===== src/rtl/score_streamer.sv =====
`default_nettype none
// ============================================================================
// Module   : score_streamer
// Purpose  : Captures NEURON_NB signed scores in one cycle, then streams them
//            out one per valid/ready transfer with index, last flag and done.
//            Optional macro SCORE_RELU_EN clamps negative scores to 0 at capture.
// Revision : 1.0  initial release
// ============================================================================
module score_streamer #(
    parameter int NEURON_NB = 10,
    parameter int WIDTH     = 8
) (
    input  logic                        clk,
    input  logic                        reset,
    input  logic                        load,
    input  logic signed [2*WIDTH-1:0]   in_data [0:NEURON_NB-1],
    output logic                        busy,
    output logic                        out_valid,
    input  logic                        out_ready,
    output logic signed [2*WIDTH-1:0]   out_data,
    output logic [WIDTH-1:0]            out_index,
    output logic                        out_last,
    output logic                        done
);

    localparam int               c_DW       = 2 * WIDTH;
    localparam logic [1:0]       c_IDLE     = 2'd0;
    localparam logic [1:0]       c_STREAM   = 2'd1;
    localparam logic [1:0]       c_DONE     = 2'd2;
    localparam logic [WIDTH-1:0] c_LAST_IDX = WIDTH'(NEURON_NB - 1);

    logic [1:0]              state_q, state_d;
    logic [WIDTH-1:0]        index_q, index_d;
    logic signed [c_DW-1:0]  score_q [0:NEURON_NB-1];
    logic signed [c_DW-1:0]  score_d [0:NEURON_NB-1];
    logic                    xfer;

    assign xfer = (state_q == c_STREAM) && out_ready;

    // State register
    always_ff @(posedge clk) begin
        if (!reset) begin
            state_q <= c_IDLE;
        end else begin
            state_q <= state_d;
        end
    end

    // Next-state logic
    always_comb begin
        state_d = state_q;
        case (state_q)
            c_IDLE:   if (load) state_d = c_STREAM;
            c_STREAM: if (xfer && (index_q == c_LAST_IDX)) state_d = c_DONE;
            c_DONE:   state_d = c_IDLE;
            default:  state_d = c_IDLE;
        endcase
    end

    // Capture buffer and element index
    always_ff @(posedge clk) begin
        if (!reset) begin
            index_q <= '0;
            for (int i = 0; i < NEURON_NB; i++) begin
                score_q[i] <= '0;
            end
        end else begin
            index_q <= index_d;
            for (int i = 0; i < NEURON_NB; i++) begin
                score_q[i] <= score_d[i];
            end
        end
    end

    always_comb begin
        index_d = index_q;
        for (int i = 0; i < NEURON_NB; i++) begin
            score_d[i] = score_q[i];
        end
        if ((state_q == c_IDLE) && load) begin
            index_d = '0;
            for (int i = 0; i < NEURON_NB; i++) begin
`ifdef SCORE_RELU_EN
                score_d[i] = in_data[i][c_DW-1] ? '0 : in_data[i];
`else
                score_d[i] = in_data[i];
`endif
            end
        end else if (xfer) begin
            // Return to 0 after the last element so IDLE shows index 0
            index_d = (index_q == c_LAST_IDX) ? '0 : index_q + WIDTH'(1);
        end
    end

    // Output logic
    always_comb begin
        out_valid = (state_q == c_STREAM);
        busy      = (state_q != c_IDLE);
        done      = (state_q == c_DONE);
        out_index = index_q;
        out_last  = out_valid && (index_q == c_LAST_IDX);
        out_data  = '0;
        for (int i = 0; i < NEURON_NB; i++) begin
            if (out_valid && (index_q == WIDTH'(i))) begin
                out_data = score_q[i];
            end
        end
    end

endmodule
`default_nettype wire


===== config.mk =====
export PLATFORM = sky130hd
export DESIGN_NAME = score_streamer
export DESIGN_NICKNAME = d
export VERILOG_FILES = /design/src/rtl/score_streamer.sv
export SDC_FILE = /design/constraint.sdc
export NUM_CORES = 1
export LEC_CHECK = 0
export CAP_MARGIN = 20
export CELL_PAD_IN_SITES_DETAIL_PLACEMENT = 0
export CELL_PAD_IN_SITES_GLOBAL_PLACEMENT = 2
export CORE_ASPECT_RATIO = 0.75
export CORE_UTILIZATION = 28
export DETAILED_ROUTE_END_ITERATION = 16
export PLACE_DENSITY = 0.82
export SLEW_MARGIN = 20
export SYNTH_ARGS = -nofsm -noshare
export SYNTH_HDL_FRONTEND = slang
export SYNTH_SLANG_ARGS = --single-unit

===== constraint.sdc =====
create_clock -name clk -period 2.29 [get_ports clk]
set_input_delay 0.3435 -clock clk [delete_from_list [all_inputs] [get_ports clk]]
set_output_delay 0.3435 -clock clk [all_outputs]
set_load 0.02 [all_outputs]

==> metrics.md, run 1 <==
| Metric | Value |
|---|---|
| RSZ-0062 raised after global routing | true |
| Syn_area_per_cell | 7.96 um2 |
| Fin cells | 1608 |
| Via Count | ~7700 |
| Hold Fails Final Rpt | 0 |
| DR pass1 iterations | 4 |
| Clock network power share | about two fifths |
| Initial core utilization | 28.6% |
| Post-synth EDFFs | 0 |
| Crit path launch | out_index[0]$_SDFFE_PP0P_ |
| Crit path time final | approximately 2700 ps |
| Multi-input gate area | 4720 um2 |
| CP Class | reg2out |
| Max VDD drop | 0.495 mV |
| Full die area | 29400 um2 |
| Max frequency | ~0.37 GHz |
| #FFs+latches synth | 170 |
| Critical Path AT | 2390 ps |
| Status | finished, violations left |
| Post-route DRC | 0 |
| Post-synthesis cell area | 8040 um2 |
| Hpwl dp | around 21000 um |
| # port buffers | 191 |
| Avg Vias per Cell | 4.77 |
| Area Overhead vs Synth | 48.7% |
| Clk pin slew, worst setup/hold paths | 80 ps |
| Final Core Density | 42.5% |
| Synthesized Nets | 1177 |
| Max-slew violations | 0 |
| DP Area | 10700 um2 |
| Sequential share of the synthesized area | 42.4% |
| Routed Antenna Nets | 0 |
| Ys Warns | 0 |
| Comb pwr share | 15.5% |
| PwrDens | roughly 600 nW/um2 |
| Core ar. | ~28000 um2 |
| Clk_skew | about 8.4 ps |
| Setup TNS | -6280 ps |
| Die Wd | 198 um |
| FFs w/ async S/R, synth | 0% |
| Final hold slack | 333 ps |
| Layout cells sized above 1 | 17.1% |
| Gr ovfl total | 0 |
| P_int | roughly 5.2 mW |
| Final setup margin | -443 ps |
| Crit-path cells | ha_2 -> or3_4 -> buf_4 -> nor3_4 -> o21ai_1 -> a22oi_2 -> buf_6 |
| Initial antenna violation count | 0 |
| Clock buffer depth | 2 |
| Element type at the critical path start | register |
| Clock Sinks | 170 |
| Antenna diodes | 0 |
| Pleak | 4.42 nW |
| Final net count | between 1000 and 1500 |
| Total power | 7.22 mW |
| CTS Root Cell | clkbuf_16 |
| Crit-path max FO | 6 |
| WL per Instance | 17.5 um |
| Min-Delay Path Class | in2reg |
| DRT iter0 DRCs | 500 |
| Dpl cells | ~1600 |
| First-pass GRT wire length | between 40000 and 50000 um |
| Sequential cell area | 3410 um2 |
| Gp weighted congestion | roughly 0.85 |
| Std cell rows | 53 |
| R2R setup slack | 550 ps |
| Hold_buf cts | 0 |
| Critical path data required time | 1950 ps |
| Failing checks | negative setup slack |
| Sw power | 2.05 mW |
| All-layer global routing usage | 19.3% |
| Synth Instances | 1009 |
| Hold EP | score_q[0][13]$_SDFFE_PN0P_ |
| Synth Flop Type | dfxtp_1 |
| Reg2Reg Depth | 6 |
| Vias in the first global route | 7524 |
| RR Startpoint | out_index[3]$_SDFFE_PP0P_ |
| Pin slew with the least headroom to its limit | 366 ps |
| Final Setup Violations | 16 |
| Max incr delay on CP | around 430 ps |
| Pin count of the biggest net entering global routing | 90 |
| Die span in y | 149 um |
| Setup crit end kind | output port |
| Max_slew headroom | 75.6% |
| Pre-CTS WS | -643 ps |
| Final instance area | 11900 um2 |
| Hold path startpoint | reset |
| Reg power frac | 45.1% |
| Slowest stage cell, crit path | or3_4 |
| Worst hold stages | 2 |
| CTS tree | done |
| Wirelength, routed | ~28000 um |
| Clk Latency, worst-skew pair | between 400 and 500 ps |
| Io pins | 192 |
| Filler instances | ~2900 |
| H-tree Lvls | 4 |
| Max_cap viols | 0 |
| Crit share post-route | 119% |
| CTS Buf Count | 17 |
| Post-synthesis cell type count | 46 |
| Switching fraction of total power | 28.4% |
| Reg-to-reg endpoint | out_index[2]$_SDFFE_PP0P_ |
-- power by group through the flow --
| stage | combinational, mW | clock [mW] | sequential, mW |
|---|---|---|---|
| floorplan | 0.502 | 0 | 3.26 |
| global placement | 1.02 | 0 | 3.31 |
| detailed placement | 1.02 | 0 | 3.31 |
| CTS | 1.12 | 2.90 | 3.25 |
| global route | 1.22 | 3.03 | 3.27 |
| finish | 1.12 | 2.85 | 3.26 |
-- critical path: cells and delay by family (launching register included) --
kind / cells / cell delay [ps]
compound gates: 2 / 320
fa+ha+maj: 1 / 210
buf+inv: 2 / 360
flops: 1 / 380
simple gates: 2 / 680
-- cells in the mapped netlist, types with 11 or more instances --
library cell    n  area share (%)
a22o_1         14             1.5
nand2_1       336              16
nor2b_1        18             1.4
a21boi_1       83             7.8
nor3_2         11             1.4
o21ai_1        15            0.93
clkbuf_1       50             2.3
buf_2          29             1.8
mux2i_1        14             1.7
a221oi_1       28             3.1
dfxtp_1       170              42
nand2b_1       18             1.4
a21boi_0       77             7.2
o21ai_0        32             2.0
nor2_1         30             1.4
-- area by class of cell --
cell class              count  share of cell area [%]
clock inverters            15                    1.24
flip-flops and latches    170                    28.5
well taps                 385                    4.03
inverters                   8                   0.314
repair buffers            266                    22.8
multi-input cells         747                    39.5
clock buffers              17                    3.56
-- layer usage --
layer	track usage (%)	share of wire, %	routed length, um	vias up
met5	0	0	0	-
met4	5.16	1.5	410	0
met3	3.88	5.4	1510	25
met2	29.7	44	12300	204
met1	27.4	50	13900	3639
li1	-	-	-	3795
-- worst max-delay path by stage --
stage | to
final | out_data[2]
after global routing | out_data[1]
after CTS | out_data[14]
after detailed placement | out_data[0]
after global placement | out_data[0]
after floorplan | out_data[11]
-- cells in the final DEF (no fill, tap or decap), drive strengths merged, types with 6 or more instances in the layout --
master	count
nor2	31
nand2b	18
mux2i	14
nor3	16
dfxtp	170
a21boi	160
o21ai	47
a221oi	28
a21oi	9
and2	6
buf	92
inv	17
clkinv	6
clkbuf	17
nor2b	18
clkdlybuf4s50	173
a22o	14
nand2	337
a22oi	14
-- cell families (layout without fill, tap and decap cells) --
family / count (synthesis) / count (layout) / share of synthesized area (%)
mux: 14 / 14 / 1.74
flops: 170 / 170 / 42.4
xor+xnor: 6 / 6 / 0.654
buf+inv: 92 / 306 / 5.12
simple gates: 444 / 444 / 23.9
compound gates: 279 / 279 / 25.6
fa+ha+maj: 4 / 4 / 0.623
-- registers in the layout, summed over array words and instances (netlist names) --
name,flops
score_q,160
state_q,2
out_index,8
-- repair_timing --
item | in CTS | in global routing
buffers inserted | 6 | 3
resized for setup | 181 | 37
cloned | 2 | 0
setup endpoints to repair | 17 | 17
pin swaps | 28 | 20
Power figures use the tool's default switching activity.
==> run 2: changes to the inputs <==
Settings changed: PLACE_DENSITY 0.82 to 0.89, RECOVER_POWER set to 50.
==> run 2 against run 1 <==
  * The run still ends with negative setup slack left
  * Cell area is 0.53% lower
  * Critical endpoint is now out_data[14]
  * Sequential power barely moved
  * Largest power group unchanged
  * Via count down 0.26%
==> metrics.md, run 2 (synthesis results as in run 1) <==
| Metric | Value |
|---|---|
| Commonest non-fill, non-tap cells in the layout | nand2_1 (336), clkdlybuf4s50_1 (173), dfxtp_1 (168) |
| DR pass1 iterations | 5 |
| Worst hold stages | 2 |
| Pleak | 4.34 nW |
| Crit-path max FO | 5 |
| Crit-path cells | buf_6 -> ha_4 -> and2b_4 -> a21oi_2 -> or3_1 -> a221o_1 -> a21oi_2 -> buf_4 |
| WL per Instance | roughly 17 um |
| Pin count of the biggest net entering global routing | 99 |
| Area Overhead vs Synth | 47.9% |
| Clk pin slew, worst setup/hold paths | about 80 ps |
| Core ar. | around 28000 um2 |
| Final Setup Violations | 16 |
| Final net count | 1376 |
| Avg Vias per Cell | 4.75 |
| First-pass GRT wire length | approximately 43000 um |
| R2R setup slack | between 300 and 400 ps |
| Reg2Reg Depth | 6 |
| Critical path data required time | approximately 2000 ps |
| Initial core utilization | about 29% |
| Hold Fails Final Rpt | 0 |
| Via Count | 7643 |
| Max VDD drop | roughly 0.48 mV |
| Crit path to | out_data[14] |
| CTS Root Cell | clkbuf_16 |
| Max_slew headroom | 51.2% |
| Gp weighted congestion | 0.870 |
| Status | finished, violations left |
| Pin slew with the least headroom to its limit | 732 ps |
| Max incr delay on CP | ~360 ps |
| Wirelength, routed | 28100 um |
| Clock buffer depth | 2 |
| Die Wd | 198 um |
| Setup crit end kind | output port |
| Hpwl dp | 20700 um |
| Clk_skew | 7.91 ps |
| CTS tree | done |
| Vias in the first global route | approximately 7500 |
| Crit path launch | out_index[0]$_SDFFE_PP0P_ |
| Gr ovfl total | 0 |
| Post-route DRC | 0 |
| Min-Delay Path Class | in2reg |
| Element type at the critical path start | register |
| Std cell rows | 53 |
| All-layer global routing usage | 19.4% |
| DRT iter0 DRCs | approximately 520 |
| Max frequency | 0.364 GHz |
| Routed Antenna Nets | 0 |
| Max-slew violations | 0 |
| Die span in y | 149 um |
| Commonest non-fill, non-tap cell in the layout | nand2_1 |
| RR Startpoint | state_q[0]$_SDFFE_PN0P_ |
| Final setup margin | -459 ps |
| Max reg flops | 160 |
| CP Class | reg2out |
| Slowest stage cell, crit path | dfxtp_4 |
| Max_cap viols | 0 |
| Hold_buf cts | 0 |
| Clock Sinks | 170 |
| PwrDens | 601 nW/um2 |
| H-tree Lvls | 4 |
| Full die area | 29400 um2 |
| Total power | 7.14 mW |
| Layout cells sized above 1 | 16.5% |
| Reg-to-reg endpoint | score_q[0][56]$_SDFFE_PN0P_ |
| RSZ-0062 raised after global routing | true |
| Top reg by flops | score_q |
| Fin cells | 1608 |
| Crit path time final | 2750 ps |
| Critical Path AT | about 2400 ps |
| Io pins | 192 |
| # port buffers | 191 |
| CTS Buf Count | 17 |
| Failing checks | negative setup slack |
| Initial antenna violation count | 3 |
| Final hold slack | approximately 340 ps |
| Dpl cells | 1572 |
| Crit share post-route | 120% |
| Most frequent CP cell | a21oi_2 |
| Clk Latency, worst-skew pair | between 400 and 500 ps |
-- run 2: report_power, final --
group	leakage [nW]	switching (mW)	internal, mW	total, mW
combinational	2.68	0.518	0.563	1.08
sequential	1.40	0.129	3.13	3.26
clock	0.264	1.36	1.44	2.80
total	4.34	2.01	5.13	7.14
-- run 2: final cells by class --
type / instances / area [um2]
fillers: 2829 / 16200
multi-input cells: 747 / 4690
flip-flops and latches: 170 / 3410
repair buffers: 264 / 2700
well taps: 385 / 482
clock buffers: 18 / 429
clock inverters: 14 / 133
inverters: 8 / 32.5
diodes: 2 / 5.00
-- run 2: worst min-delay path by stage --
stage,to,slack (ps),start
after floorplan,score_q[0][36]$_SDFFE_PN0P_,430,score_q[0][36]$_SDFFE_PN0P_
after global placement,score_q[0][66]$_SDFFE_PN0P_,440,score_q[0][66]$_SDFFE_PN0P_
after detailed placement,score_q[0][113]$_SDFFE_PN0P_,450,score_q[0][113]$_SDFFE_PN0P_
after CTS,score_q[0][11]$_SDFFE_PN0P_,330,reset
after global routing,score_q[0][21]$_SDFFE_PN0P_,340,reset
final,score_q[0][2]$_SDFFE_PN0P_,340,reset
-- run 2: timing repair --
item | CTS | global route
setup endpoints to repair | 17 | 17
resized for setup | 173 | 30
gates cloned | 5 | 0
setup buffers | 5 | 1
pin swaps | 48 | 24
-- run 2: routing by layer --
layer	vias to the layer above	wire [um]	global-route usage, %
met5	-	17	0
met4	2	269	3.91
met3	19	2030	5.17
met2	228	12000	29.2
met1	3603	13800	27.7
li1	3791	-	-
-- run 2: through the flow --
| stage | cell area [um2] | setup WS [ps] | util [%] | setup TNS, ps |
|---|---|---|---|---|
| after floorplan | 8050 | 47.9 | - | 0 |
| after global placement | 10700 | -589 | 38.2 | -8240 |
| after detailed placement | 10700 | -646 | 38.2 | -8810 |
| after CTS | 11800 | -512 | 42.1 | -6580 |
| after global routing | 11900 | -524 | 42.3 | -7230 |
| final | 11900 | -459 | 42.3 | -5890 |
-- run 2: worst max-delay path, delay by kind of cell (launching register included) --
kind            cells  cell delay (ps)
simple gates        2              620
compound gates      3              550
flops               1              360
buf+inv             2              280
fa+ha+maj           1              150
